==> config.mk <==
export PLATFORM = sky130hd
export DESIGN_NAME = mem_access_ctrl
export DESIGN_NICKNAME = d
export VERILOG_FILES = /design/src/rtl/mem_access_ctrl.sv
export SDC_FILE = /design/constraint.sdc
export NUM_CORES = 1
export LEC_CHECK = 0
export CAP_MARGIN = 20
export CORE_AREA = 8 8 95 97
export DETAILED_ROUTE_END_ITERATION = 7
export DIE_AREA = 0 0 103 105
export DONT_BUFFER_PORTS = 1
export PLACE_DENSITY = 0.73
export REMOVE_ABC_BUFFERS = 1
export SLEW_MARGIN = 20
export SYNTH_ARGS = -nofsm -noshare
export SYNTH_HDL_FRONTEND = slang
export SYNTH_SLANG_ARGS = --single-unit
==> constraint.sdc <==
create_clock -name clk_i -period 4.1 [get_ports clk_i]
set_clock_uncertainty 0.15 [all_clocks]
set_input_delay 0.205 -clock clk_i [delete_from_list [all_inputs] [get_ports clk_i]]
set_output_delay 0.205 -clock clk_i [all_outputs]
set_load 0.05 [all_outputs]
==> src/rtl/mem_access_ctrl.sv <==
// MEM-stage data-memory sequencer: latches a load/store, drives req/ack, stalls the pipeline, aborts on timeout.
// Latency >= 2 stall cycles (detect + one BUSY); stall_o backpressures PC and all pipeline registers until DONE.
module mem_access_ctrl #(
    parameter int ADDR_W  = 32,
    parameter int DATA_W  = 32,
    parameter int TIMEOUT = 255
) (
    input  logic              clk_i,
    input  logic              rst_i,
    input  logic              MemRead_i,
    input  logic              MemWrite_i,
    input  logic [ADDR_W-1:0] addr_i,
    input  logic [DATA_W-1:0] wdata_i,
    output logic              mem_req_o,
    output logic              mem_we_o,
    output logic [ADDR_W-1:0] mem_addr_o,
    output logic [DATA_W-1:0] mem_wdata_o,
    input  logic              mem_ack_i,
    input  logic [DATA_W-1:0] mem_rdata_i,
    output logic [DATA_W-1:0] rdata_o,
    output logic              stall_o,
    output logic              err_o
);
    localparam int CNT_W = $clog2(TIMEOUT + 1);

    localparam logic [1:0] S_IDLE = 2'd0;
    localparam logic [1:0] S_BUSY = 2'd1;
    localparam logic [1:0] S_DONE = 2'd2;

    localparam logic [CNT_W-1:0] CNT_LAST = CNT_W'(TIMEOUT - 1);
    localparam logic [CNT_W-1:0] CNT_MAX  = {CNT_W{1'b1}};

    logic [1:0]        state;
    logic [CNT_W-1:0]  cnt;
    logic              abort;
    logic              we_q;
    logic [ADDR_W-1:0] addr_q;
    logic [DATA_W-1:0] wdata_q;
    logic [DATA_W-1:0] rdata_q;
    logic              access;
    logic              timeout_hit;

    assign access      = MemRead_i | MemWrite_i;
    assign timeout_hit = (cnt == CNT_LAST);

    always_ff @(posedge clk_i or negedge rst_i) begin
        if (!rst_i) begin
            state   <= S_IDLE;
            cnt     <= '0;
            abort   <= 1'b0;
            we_q    <= 1'b0;
            addr_q  <= '0;
            wdata_q <= '0;
            rdata_q <= '0;
        end else begin
            case (state)
                S_IDLE: begin
                    if (access) begin
                        addr_q  <= addr_i;
                        wdata_q <= wdata_i;
                        we_q    <= MemWrite_i;
                        cnt     <= '0;
                        abort   <= 1'b0;
                        state   <= S_BUSY;
                    end
                end
                S_BUSY: begin
                    // An ack in the final allowed cycle takes priority over the abort.
                    if (mem_ack_i) begin
                        if (!we_q) begin
                            rdata_q <= mem_rdata_i;
                        end
                        state <= S_DONE;
                    end else if (timeout_hit) begin
                        rdata_q <= '0;
                        abort   <= 1'b1;
                        state   <= S_DONE;
                    end
                    if (cnt != CNT_MAX) begin
                        cnt <= cnt + 1'b1;
                    end
                end
                S_DONE: begin
                    cnt   <= '0;
                    abort <= 1'b0;
                    state <= S_IDLE;
                end
                default: begin
                    state <= S_IDLE;
                end
            endcase
        end
    end

    assign mem_req_o   = (state == S_BUSY);
    assign mem_we_o    = we_q;
    assign mem_addr_o  = addr_q;
    assign mem_wdata_o = wdata_q;
    assign rdata_o     = rdata_q;
    // DONE never stalls: the pipeline advances at the end of that cycle.
    assign stall_o     = ((state == S_IDLE) && access) || (state == S_BUSY);
    assign err_o       = (state == S_DONE) && abort;

endmodule

==> impl_metrics.py <==
metrics = {
    "status": {
        "outcome": "complete, no violations",
    },
    "timing": {
        "final_hold_viol_count": 0,
        "tightest_slew_ps": 905,
        "setup_violations": 0,
        "fmax_ghz": 0.432,
        "final.period_utilization_pct": 56.5,
        "slew_viol_final": 0,
        "period_needed_ps": 2320,
        "slew_headroom_pct": 39.4,
        "holdWs_ps": 249,
        "setup_slack_ps": 1780,
        "rsz0062_at_grt": "false",
    },
    "setup_path": {
        "startpoint_type": "register",
        "critical_path.cell_chain": "nor2_1, o21ai_4, buf_4, nand2_1",
        "r2r_setup_slack_ps": 1930,
        "cp_slowest_cell": "nand2_1",
        "cp-end-kind": "output pin",
        "reg2regPathDepth": 5,
        "critPathMaxStageDelay_ps": 460,
        "required_ps": 3740,
        "cp_top_family": "simple AND/OR/NAND/NOR gates",
        "critPathBufInv": 1,
        "critPathMaxFanout": 66,
        "arrival_ps": 1960,
        "critPathKind": "reg -> out",
        "crit_cells": 4,
    },
    "synth": {
        "syn-cell-area_sq_mm": 0.00421,
        "synth_xor_area_share_pct": 0,
        "syn_area_per_cell_sq_um": 10.2,
        "yosysSeqAreaShare_pct": 64.2,
        "synth.top_cells.by_area": "dfrtp_1, nand2_1, a22o_1",
        "synth_top_area_share_pct": 64.2,
        "synth_mux_area_share_pct": 0.863,
        "synthSimpleGateAreaFrac_pct": 20.7,
        "synth_top_family_by_area": "simple AND/OR/NAND/NOR gates",
        "synth_fa_ha_area_share_pct": 0.595,
        "ys_warn_count": 0,
        "synth_compound_area_share_pct": 10.0,
        "ys_ff_latch": 108,
        "synth_cells": 412,
        "yosys.area.top_type": "dfrtp_1",
        "yosys.cell_types.count": 32,
    },
    "clock_network": {
        "cts_tree": "built",
        "post_cts_resized": 0,
        "numCtsBuffers": 9,
        "cts-root-buf": "clkbuf_8",
        "clockBufferDepth": 2,
        "h-tree-depth": 3,
        "clk_pin_slew_worst_paths_ps": 100,
        "clock_latency_ps": 340,
        "cts_sinks": 108,
    },
    "routing": {
        "drt_first_pass_iters": 5,
        "via_per_inst": 5.48,
        "drt-total-wl_um": 12100,
        "ant_nets": 0,
        "drc_errors": 0,
        "drt_iter0_markers": 187,
        "wl_per_cell_um": 19.9,
        "via_count": 3344,
    },
    "grt": {
        "grt_max_degree": 109,
        "antenna_found_initial": 0,
        "grt-ovfl-total": 0,
        "track_usage_pct": 22.2,
        "grt_pass1_wl_um": 18800,
        "grt_pass1_vias": 3582,
    },
    "job": {
        "max-cap-violations": 0,
    },
    "place": {
        "dp_hpwl_um": 7460,
        "place_area_sq_mm": 0.00423,
        "io_buffers": 0,
        "placed_cells": 493,
        "dp_slack_ps": 1800,
        "gp_congestion": 0.777,
    },
    "final_layout": {
        "nNetsFinal": 606,
        "drive_gt1_share_pct": 5.51,
        "stdcell_area_sq_mm": 0.00543,
        "filler_cell_count": 490,
        "num_antenna_cells": 0,
        "finish.cell_count_without_fillers": 610,
        "area_growth_syn_to_layout_pct": 29.1,
    },
    "floorplan": {
        "ioPinCount": 201,
        "core_sq_mm": 0.00753,
        "num_rows": 32,
        "design.die.area_sq_mm": 0.0108,
        "die_x_um": 103,
        "start_util_pct": 55.9,
        "die_h_um": 105,
    },
    "min_path": {
        "hold_path.class": "in -> reg",
        "holdPathStages": 4,
    },
    "power_and_ir_drop": {
        "p_per_area_mw_per_mm2": 966,
        "vdd_ir_drop_max_mv": 0.571,
        "p_leak_nw": 2.72,
        "power_mw": 5.25,
    },
}
-- cells in the final DEF, fill, tap and decap left out, types with 2 or more instances in the layout --
cell and count:
o21ai_0 2, clkbuf_1 2, nand2_1 198, a31oi_1 2
nor2_1 6, clkinvlp_4 4, dlygate4sd3_1 100, clkbuf_8 9
ha_1 2, a22o_1 34, a21o_1 2, dfrtp_1 108
nor3_1 3, buf_4 2, a21oi_1 4, and3_1 2
clkinv_4 2, nand3_1 6, nand2b_1 2
-- sequential cells by signal (all words and copies together) (netlist names) --
register	count
cnt	8
mem_addr_o	32
mem_we_o	1
rdata_o	32
mem_wdata_o	32
abort	1
state	2
-- power by group --
part	total (mW)	switching (mW)	internal [mW]
sequential	3.57	2.05	1.52
clock	0.564	0.342	0.223
combinational	1.12	0.677	0.438
-- synthesized netlist by cell type, drive strengths merged --
master,n
ha,2
a22o,34
and3,2
mux2i,1
buf,18
mux2,2
o41ai,1
clkbuf,5
a21oi,4
nand3,6
nor3,3
or2,1
clkinv,1
inv,1
o21a,2
nor2,7
o21ai,4
o31ai,2
dfrtp,108
a21o,2
a31oi,2
o311ai,1
nand2b,2
nand4,2
nand2,199
-- path summary, 6_finish.rpt --
path / start / endpoint
worst min register to register: cnt[7] / cnt[7]
worst max-delay path: state[0] / stall_o
max in group asynchronous: rst_i / cnt[4]
min in group asynchronous: rst_i / mem_addr_o[5]
worst min-delay path: MemRead_i / cnt[0]
worst max register to register: state[1] / cnt[5]
-- kinds of logic (layout without fill, tap and decap cells) --
family                     count (synthesis)  after routing
DFF                                      108            108
adders and majority gates                  2              2
buffers and inverters                     25            121
and+or+nand+nor                          222            222
muxes                                      3              3
AOI/OAI and AO/OA                         52             52
-- metrics by stage --
stage | utilization, % | setup TNS (ps)
final | 72.1 | 0
after global routing | 72.1 | 0
after CTS | 72.1 | 0
after detailed placement | 56.2 | 0
after global placement | 56.2 | 0
after floorplan | - | -1260
-- cell type report --
class / instances / area [sq um] / area share [%]
sequential: 108 / 2700 / 49.8
clock buffer: 11 / 131 / 2.42
tap: 102 / 128 / 2.35
inverter: 2 / 12.5 / 0.230
clock inverter: 5 / 38.8 / 0.714
multi-input combinational: 279 / 1370 / 25.3
timing repair buffer: 103 / 1040 / 19.2
-- metal layers --
layer | GRT usage [%] | wire length, um | part of all wire [%]
met5 | 0 | 0 | 0
met4 | 7.76 | 187 | 1.5
met3 | 10.5 | 1770 | 15
met2 | 36.3 | 5890 | 49
met1 | 24.6 | 4300 | 35
-- worst min-delay path, delay by kind of cell --
| family | cells | cell delay [ps] |
|---|---|---|
| AOI/OAI and AO/OA | 1 | 70 |
| and+or+nand+nor | 3 | 440 |
-- repair_timing --
action,4_1_cts,5_1_grt
setup endpoints to repair,0,0
hold endpoints to repair,208,0
setup buffers,0,0
hold buffers,101,0
Note: power is estimated with default switching activity, not from simulation.
